**src/rtl/serial_pattern_tx_if.sv**
```systemverilog
// Bundle of the transmit request and serial output signals of serial_pattern_tx.
// The master side issues transmissions and watches the line; the slave side is the transmitter.
interface serial_pattern_tx_if #(
  parameter int W     = 4,
  parameter int CNT_W = 4
);
  logic             start;
  logic [W-1:0]     pattern;
  logic [CNT_W-1:0] reps;
  logic             dout;
  logic             dout_valid;
  logic             busy;
  logic             done;

  modport master (
    output start, pattern, reps,
    input  dout, dout_valid, busy, done
  );

  modport slave (
    input  start, pattern, reps,
    output dout, dout_valid, busy, done
  );
endinterface

```
**src/rtl/serial_pattern_tx.sv**
```systemverilog
// Serial pattern transmitter.
// Latches a W-bit pattern and a repeat count when a start is accepted.
// Sends the pattern MSB-first, one bit per clock, with the copies back-to-back.
// All outputs come straight from registers.
module serial_pattern_tx #(
  parameter int W        = 4,
  parameter int CNT_W    = 4,
  parameter bit IDLE_BIT = 1'b0
) (
  input  logic                  clk,
  input  logic                  reset,
  serial_pattern_tx_if.slave    bus
);

  localparam int BW = (W > 1) ? $clog2(W) : 1;
  localparam logic [BW-1:0]    BIT_MAX = BW'(W - 1);
  localparam logic [CNT_W-1:0] REP_ONE = CNT_W'(1);

  typedef enum logic [1:0] {
    IDLE,
    SEND,
    FINISH
  } state_t;

  state_t           r_state;
  logic [W-1:0]     r_pattern;
  logic [W-1:0]     r_shreg;
  logic [CNT_W-1:0] r_repCnt;
  logic [BW-1:0]    r_bitCnt;
  logic             r_dout;
  logic             r_doutValid;
  logic             r_busy;
  logic             r_done;

  // r_shreg holds the bits still to be sent in the current copy, so the bit on
  // dout is already the registered output and the line needs no extra mux stage.
  // FINISH shares the accept path with IDLE so a held start launches the next
  // transmission right after the single FINISH cycle.
  always_ff @(posedge clk or negedge reset) begin
    if (!reset) begin
      r_state     <= IDLE;
      r_pattern   <= '0;
      r_shreg     <= '0;
      r_repCnt    <= '0;
      r_bitCnt    <= '0;
      r_dout      <= IDLE_BIT;
      r_doutValid <= 1'b0;
      r_busy      <= 1'b0;
      r_done      <= 1'b0;
    end else begin
      case (r_state)
        IDLE, FINISH: begin
          r_state     <= IDLE;
          r_dout      <= IDLE_BIT;
          r_doutValid <= 1'b0;
          r_busy      <= 1'b0;
          r_done      <= 1'b0;
          if (bus.start) begin
            r_pattern <= bus.pattern;
            r_repCnt  <= bus.reps;
            r_bitCnt  <= BIT_MAX;
            if (bus.reps != '0) begin
              r_state     <= SEND;
              r_shreg     <= bus.pattern << 1;
              r_dout      <= bus.pattern[W-1];
              r_doutValid <= 1'b1;
              r_busy      <= 1'b1;
            end else begin
              r_state <= FINISH;
              r_shreg <= bus.pattern;
              r_done  <= 1'b1;
            end
          end
        end

        SEND: begin
          if (r_bitCnt != '0) begin
            r_dout   <= r_shreg[W-1];
            r_shreg  <= {r_shreg[W-2:0], 1'b0};
            r_bitCnt <= r_bitCnt - 1'b1;
          end else if (r_repCnt > REP_ONE) begin
            r_dout   <= r_pattern[W-1];
            r_shreg  <= r_pattern << 1;
            r_bitCnt <= BIT_MAX;
            r_repCnt <= r_repCnt - 1'b1;
          end else begin
            r_state     <= FINISH;
            r_dout      <= IDLE_BIT;
            r_doutValid <= 1'b0;
            r_busy      <= 1'b0;
            r_done      <= 1'b1;
          end
        end

        default: begin
          r_state     <= IDLE;
          r_dout      <= IDLE_BIT;
          r_doutValid <= 1'b0;
          r_busy      <= 1'b0;
          r_done      <= 1'b0;
        end
      endcase
    end
  end

  assign bus.dout       = r_dout;
  assign bus.dout_valid = r_doutValid;
  assign bus.busy       = r_busy;
  assign bus.done       = r_done;

endmodule

```
**src/flat_wrapper.sv**
```systemverilog
// flat-port wrapper written by rule: the top's interface ports become plain ports
module serial_pattern_tx_flat 
#(
  parameter int W        = 4,
  parameter int CNT_W    = 4,
  parameter bit IDLE_BIT = 1'b0
)
  (clk, reset, bus_start, bus_pattern, bus_reps, bus_dout, bus_dout_valid, bus_busy, bus_done);
  serial_pattern_tx_if #(.W(W), .CNT_W(CNT_W)) bus_i ();
  input  logic clk;
  input  logic reset;
  input wire logic [$bits(bus_i.start)-1:0] bus_start;
  input wire logic [$bits(bus_i.pattern)-1:0] bus_pattern;
  input wire logic [$bits(bus_i.reps)-1:0] bus_reps;
  output wire logic [$bits(bus_i.dout)-1:0] bus_dout;
  output wire logic [$bits(bus_i.dout_valid)-1:0] bus_dout_valid;
  output wire logic [$bits(bus_i.busy)-1:0] bus_busy;
  output wire logic [$bits(bus_i.done)-1:0] bus_done;
  assign bus_i.start = bus_start;
  assign bus_i.pattern = bus_pattern;
  assign bus_i.reps = bus_reps;
  assign bus_dout = bus_i.dout;
  assign bus_dout_valid = bus_i.dout_valid;
  assign bus_busy = bus_i.busy;
  assign bus_done = bus_i.done;
  serial_pattern_tx #(.W(W), .CNT_W(CNT_W), .IDLE_BIT(IDLE_BIT)) u_core (.clk(clk), .reset(reset), .bus(bus_i));
endmodule
```
**config.mk**
```make
export PLATFORM = sky130hd
export DESIGN_NAME = serial_pattern_tx_flat
export DESIGN_NICKNAME = d
export VERILOG_FILES = /design/src/rtl/serial_pattern_tx_if.sv /design/src/rtl/serial_pattern_tx.sv /design/src/flat_wrapper.sv
export SDC_FILE = /design/constraint.sdc
export NUM_CORES = 1
export LEC_CHECK = 0
export CAP_MARGIN = 0
export CORE_MARGIN = 2
export CORE_UTILIZATION = 55
export CTS_BUF_LIST = sky130_fd_sc_hd__clkbuf_2 sky130_fd_sc_hd__clkbuf_4 sky130_fd_sc_hd__clkbuf_8
export DETAILED_ROUTE_END_ITERATION = 10
export GPL_TIMING_DRIVEN = 1
export PLACE_DENSITY = 0.83
export REMOVE_ABC_BUFFERS = 1
export SYNTH_ARGS = -nofsm -noshare
export SYNTH_HDL_FRONTEND = slang
export SYNTH_SLANG_ARGS = --single-unit
```
**constraint.sdc**
```tcl
create_clock -name clk -period 2 [get_ports clk]
set_clock_uncertainty 0.1 [all_clocks]
set_input_delay 0.5 -clock clk [delete_from_list [all_inputs] [get_ports clk]]
set_output_delay 0.5 -clock clk [all_outputs]
set_load 0.01 [all_outputs]
```
==> impl_metrics.py, run 1 <==
metrics = {
    "setup_path": {
        "critical_path_required_ns": 2.08,
        "path_class": "reg2reg",
        "critPathCaptureType": "flip-flop",
        "cp-start-kind": "flip-flop",
        "cp.arrival_ns": 2.00,
        "critical_path.max_fanout": 4,
    },
    "placed_design": {
        "dp_hpwl_mm": 1.75,
        "preCtsSetupSlack_ns": -0.195,
        "port_buffers": 14,
        "gp_congestion": 0.923,
    },
    "global_routing": {
        "grt_pass1_wl_mm": 3.64,
        "grt.total_usage_pct": 24.7,
        "antenna_found_initial": 0,
        "grt.overflow.total": 0,
        "grt_max_degree": 19,
        "grt_pass1_vias": 831,
    },
    "worst_hold_path": {
        "hold_class": "reg2reg",
    },
    "cts": {
        "hold_buffers": 0,
        "clockBufferDepth": 2,
        "tritoncts": "built",
        "cts-resized-gates": 0,
        "cts_buffers": 3,
        "clock_sinks": 18,
        "clk_latency_ns": 0.30,
        "cts_root_buffer": "clkbuf_4",
        "postCtsSetupBuffers": 0,
        "htree_levels": 1,
        "clkTransAtPathRegs_ns": 0.09,
    },
    "sta": {
        "worst_slew_pin_slew_ns": 0.408,
        "drv_slew": 0,
        "worst_slack_ns": 0.0777,
        "layout_min_cycle_time_ns": 1.92,
        "hold_viol_final": 0,
        "rsz0062_at_grt": "false",
        "fmax_ghz": 0.520,
        "fin_crit_sh_pct": 96.1,
        "max_slew_margin_pct": 72.8,
        "finalSetupViolCount": 0,
    },
    "run_status": {
        "outcome": "finished clean",
    },
    "cells_and_area": {
        "area_growth_pct": 25.2,
        "drive_gt1_share_pct": 22.1,
        "fin_nets": 147,
        "fillers": 141,
        "finish.utilization_pct": 73.4,
        "diodes": 0,
    },
    "floorplan": {
        "num_rows": 15,
        "fp.dieH_um": 46.9,
        "coreArea_um2": 1730,
        "io-pin-count": 15,
        "die-area_um2": 2200,
        "die_w_um": 46.9,
        "start_util_pct": 58.6,
    },
    "synth": {
        "yosys.area.top_type_share_pct": 44.5,
        "synth_top_family_by_area": "simple AND/OR/NAND/NOR gates",
        "yosysTopAreaCell": "dfrtp_1",
        "yosys_warnings": 0,
        "synth_compound_area_share_pct": 15.0,
        "synth-seq-area-share_pct": 44.5,
        "yosys.area_share.simple_pct": 23.4,
        "syn_area_um2": 1010,
        "synth.avg_cell_area_um2": 9.29,
        "ys_ff_latch": 18,
        "synth_adder_area_share_pct": 3.71,
        "async_flop_share_pct": 100,
        "synth-edff-count": 0,
        "synth_mux_area_share_pct": 8.78,
        "ys_top_cells_by_area": "dfrtp_1 44%, mux2_2 7.8%, nand2_1 6.7%",
        "ys.flop_type": "dfrtp_1",
        "synth_cell_types": 29,
        "netlist_instances": 109,
        "synth_xor_area_share_pct": 0,
        "yosys-top-cells-count": "18 x dfrtp_1, 18 x nand2_1, 10 x nand3_1",
    },
    "detailed_routing": {
        "viasPerCell": 5.78,
        "wl_per_cell_um": 15.1,
        "drtPass1Iterations": 4,
        "drcViolationCount": 0,
        "vias": 901,
        "drtAntennaViolNets": 0,
        "routed_wl_mm": 2.35,
        "dr.first_iter.drc_count": 28,
    },
    "power_and_ir_drop": {
        "ir_worst_vdd_mv": 0.736,
        "p_per_area_nw_per_um2": 1250,
        "power.leakage_nw": 0.596,
    },
    "flow_run": {
        "max_cap_violations": 0,
    },
}
[sequential cells by signal, summed over array words and instances (netlist names)]
signal,cells
u_core.bus.busy,1
u_core.bus.dout,1
u_core.r_bitCnt,2
u_core.r_pattern,4
u_core.r_repCnt,4
u_core.r_shreg,4
u_core.r_state,2
[layout make-up]
type,count,area [µm²],share of cell area (%)
Clock buffer,3,22.5,1.78
Sequential cell,18,450,35.5
Multi-Input combinational cell,80,522,41.2
Inverter,5,18.8,1.48
Tap cell,25,31.3,2.47
Timing Repair Buffer,25,223,17.6
[cell usage in the layout (no fill, tap or decap), types with 2 or more instances in the layout]
cell type / synthesis / final
mux2_2: 7 / 7
a2bb2oi_1: 2 / 2
inv_1: 5 / 5
buf_4: 1 / 11
dfrtp_1: 18 / 18
o21ai_0: 3 / 3
or2_2: 2 / 2
nand3_1: 10 / 10
a21o_1: 3 / 3
nor3_1: 2 / 2
nand2b_1: 2 / 2
a21oi_1: 8 / 8
nor2b_1: 2 / 2
clkdlybuf4s50_1: 0 / 14
clkbuf_4: 0 / 3
nand2_1: 18 / 18
nor2_1: 7 / 7
ha_1: 3 / 3
[worst max-delay path, stage by stage, from the launching register on]
cell and delay, ns:
dfrtp_1 0.40, inv_1 0.08, ha_1 0.22, or2_2 0.34, a21o_1 0.26, a221oi_1 0.29
o2bb2ai_1 0.12
[power breakdown]
| part | switching, mW | leakage (nW) | internal [mW] |
|---|---|---|---|
| sequential | 0.0918 | 0.219 | 0.505 |
| combinational | 0.418 | 0.363 | 0.390 |
| clock | 0.109 | 0.0138 | 0.0703 |
[worst paths after layout]
check                                                 endpoint  cells past startpoint                            from  slack (ns)
worst min register to register   u_core.r_shreg[0]$_DFFE_PN0P_                      1   u_core.r_shreg[0]$_DFFE_PN0P_        0.38
worst max register to register  u_core.r_repCnt[0]$_DFFE_PN0P_                      6  u_core.r_repCnt[0]$_DFFE_PN0P_        0.08
worst max-delay path            u_core.r_repCnt[0]$_DFFE_PN0P_                      6  u_core.r_repCnt[0]$_DFFE_PN0P_        0.08
max in group asynchronous        u_core.r_shreg[1]$_DFFE_PN0P_                      2                           reset        1.18
worst min-delay path             u_core.r_shreg[0]$_DFFE_PN0P_                      1   u_core.r_shreg[0]$_DFFE_PN0P_        0.38
min in group asynchronous        u_core.r_state[0]$_DFFE_PN0P_                      2                           reset        0.42
[logic make-up (layout without fill, tap and decap cells)]
family | count (synthesis) | count (layout)
AOI/OAI and AO/OA | 21 | 21
buffers and inverters | 11 | 33
and+or+nand+nor | 48 | 48
muxes | 8 | 8
DFF | 18 | 18
adders and majority gates | 3 | 3
[per-stage QoR]
step                      instance area (µm²)  TNS [ns]  power (mW)  cells  hold slack [ns]
after CTS                                1260         0        1.58    156            0.386
final                                    1270         0        1.58    156            0.382
after global placement                   1240    -0.548        1.34    153            0.357
after floorplan                           983         0        1.12    103            0.104
after detailed placement                 1240    -0.833        1.39    153            0.363
after global routing                     1270         0        1.70    156            0.397
[per-layer routing]
metal | up-vias | global-route usage (%) | wire (µm)
li1 | 426 | - | -
met1 | 421 | 31.0 | 970
met2 | 46 | 37.8 | 1140
met3 | 8 | 7.31 | 166
met4 | 0 | 14.4 | 72
met5 | - | 0 | 0
Power figures use the tool's default switching activity.
==> run 2, diff against run 1 <==
CORE_UTILIZATION = 52   (was 55)
CTS_BUF_LIST = not set   (was sky130_fd_sc_hd__clkbuf_2 sky130_fd_sc_hd__clkbuf_4 sky130_fd_sc_hd__clkbuf_8)
PLACE_DENSITY = 0.79   (was 0.83)
==> run 2 against run 1 <==
- clock-buffer cell count is 1 higher
- maximum frequency increased by 1.3%
- final cell count rose by 2.6%
- routed wire length decreased by 1.7%
- sequential share of layout area fell by 1.2 points
- global-route usage shrank 0.45 points
- sequential power is 1% lower
- combinational power rose by 2%
- non-clock buffer count up 3
- clock power rose by 26%
- worst hold slack improved by 0.0030 ns
- critical endpoint is now u_core.r_shreg[1]$_DFFE_PN0P_
- highest routed layer unchanged
==> impl_metrics.py, run 2 (synthesis gave the netlist of run 1 again) <==
metrics = {
    "run_status": {
        "outcome": "finished clean",
    },
    "detailed_routing": {
        "drtPass1Iterations": 4,
        "drcViolationCount": 0,
        "routed_wl_mm": 2.31,
        "drtAntennaViolNets": 0,
        "vias": 892,
        "viasPerCell": 5.58,
        "dr.first_iter.drc_count": 22,
        "wl_per_cell_um": 14.4,
    },
    "cells_and_area": {
        "finish.utilization_pct": 73.5,
        "area_growth_pct": 29.4,
        "fin_nets": 150,
        "fillers": 125,
        "drive_gt1_share_pct": 25.2,
        "largest_registers": "u_core.r_pattern: 4 flops, u_core.r_repCnt: 4 flops, u_core.r_shreg: 4 flops",
        "final_cell_mix": "18 x nand2_1, 18 x dfrtp_1, 14 x clkdlybuf4s50_1, 14 x buf_4, 10 x nand3_1",
        "diodes": 0,
    },
    "sta": {
        "drv_slew": 0,
        "finalSetupViolCount": 0,
        "worst_slew_pin_slew_ns": 0.415,
        "fmax_ghz": 0.527,
        "rsz0062_at_grt": "false",
        "max_slew_margin_pct": 72.3,
        "fin_hold_ws_ns": 0.385,
        "worst_slack_ns": 0.102,
        "layout_min_cycle_time_ns": 1.90,
        "fin_crit_sh_pct": 94.9,
        "hold_viol_final": 0,
    },
    "global_routing": {
        "grt_pass1_wl_mm": 3.92,
        "grt_pass1_vias": 927,
        "grt.overflow.total": 0,
        "grt.total_usage_pct": 24.3,
        "grt_max_degree": 19,
        "antenna_found_initial": 0,
    },
    "worst_hold_path": {
        "hold_class": "reg2reg",
    },
    "power_and_ir_drop": {
        "ir_worst_vdd_mv": 0.762,
        "switching_share_pct": 37.6,
        "p_comb_share_pct": 50.2,
        "p_sw_uw": 617,
        "power.share.clock_pct": 13.8,
        "internal_power_mw": 1.02,
        "power.leakage_nw": 0.622,
        "power_mw": 1.64,
        "p_per_area_nw_per_um2": 1250,
        "power_frac_seq_pct": 36.0,
    },
    "setup_path": {
        "cp.arrival_ns": 1.98,
        "cp-start-kind": "flip-flop",
        "critical_path_required_ns": 2.08,
        "path_class": "reg2reg",
        "critPathCaptureType": "flip-flop",
        "critical_path.max_fanout": 5,
    },
    "floorplan": {
        "coreArea_um2": 1780,
        "die-area_um2": 2320,
        "fp.dieH_um": 48.1,
        "io-pin-count": 15,
        "start_util_pct": 56.8,
        "die_w_um": 48.1,
        "num_rows": 15,
    },
    "placed_design": {
        "preCtsSetupSlack_ns": -0.199,
        "gp_congestion": 0.891,
        "port_buffers": 14,
        "dp_hpwl_mm": 1.84,
    },
    "cts": {
        "cts_buffers": 3,
        "cts_root_buffer": "clkbuf_4",
        "hold_buffers": 0,
        "clockBufferDepth": 2,
        "tritoncts": "built",
        "clock_sinks": 18,
        "clkTransAtPathRegs_ns": 0.11,
        "clk_latency_ns": 0.29,
        "htree_levels": 1,
    },
    "flow_run": {
        "max_cap_violations": 0,
    },
}
==> run 2: area by class of cell <==
class	count	area (µm²)	share of cell area, %
Timing Repair Buffer	28	245	18.7
Inverter	5	18.8	1.43
Multi-Input combinational cell	80	528	40.3
Tap cell	25	31.3	2.39
Sequential cell	18	450	34.4
Clock buffer	4	36.3	2.77
==> run 2: per-layer routing <==
| layer | GRT usage (%) | up-vias | share of wire (%) |
|---|---|---|---|
| li1 | - | 430 | - |
| met1 | 29.0 | 425 | 41 |
| met4 | 6.49 | 0 | 1.9 |
| met5 | 0 | - | 0 |
| met2 | 45.3 | 31 | 53 |
| met3 | 3.33 | 6 | 3.9 |
==> run 2: timing repair <==
| action | 4_1_cts | 5_1_grt |
|---|---|---|
| gates resized for setup | 0 | 2 |
| setup endpoints to repair | 0 | 2 |
| setup buffers | 0 | 1 |
==> run 2: power groups by stage <==
stage | clock [mW] | sequential, mW | combinational, mW
detailed placement | 0 | 0.598 | 0.794
global placement | 0 | 0.592 | 0.756
CTS | 0.233 | 0.590 | 0.796
global route | 0.250 | 0.607 | 0.925
floorplan | 0 | 0.590 | 0.526
finish | 0.226 | 0.591 | 0.825
==> run 2: final timing paths <==
kind,from,slack (ns),cells past startpoint,endpoint
worst max-delay path,u_core.r_repCnt[0]$_DFFE_PN0P_,0.10,6,u_core.r_shreg[1]$_DFFE_PN0P_
worst min-delay path,u_core.r_bitCnt[0]$_DFFE_PN0P_,0.39,1,u_core.r_bitCnt[0]$_DFFE_PN0P_
worst max register to register,u_core.r_repCnt[0]$_DFFE_PN0P_,0.10,6,u_core.r_shreg[1]$_DFFE_PN0P_
worst min register to register,u_core.r_bitCnt[0]$_DFFE_PN0P_,0.39,1,u_core.r_bitCnt[0]$_DFFE_PN0P_
max in group asynchronous,reset,1.15,2,u_core.r_shreg[3]$_DFFE_PN0P_
min in group asynchronous,reset,0.44,2,u_core.r_state[0]$_DFFE_PN0P_
==> run 2: stage by stage <==
stage,std cells,cell area [µm²],TNS (ns)
floorplan,103,983,0
global placement,155,1250,-0.340
detailed placement,155,1250,-0.577
CTS,159,1290,0
global route,160,1310,0
finish,160,1310,0
==> run 2: worst max-delay path: stages, from the launching register on <==
cell and delay [ns]:
dfrtp_1 0.40, inv_1 0.07, ha_1 0.22, or2_2 0.34, a31oi_4 0.26, nor2_2 0.11, mux2_2 0.28
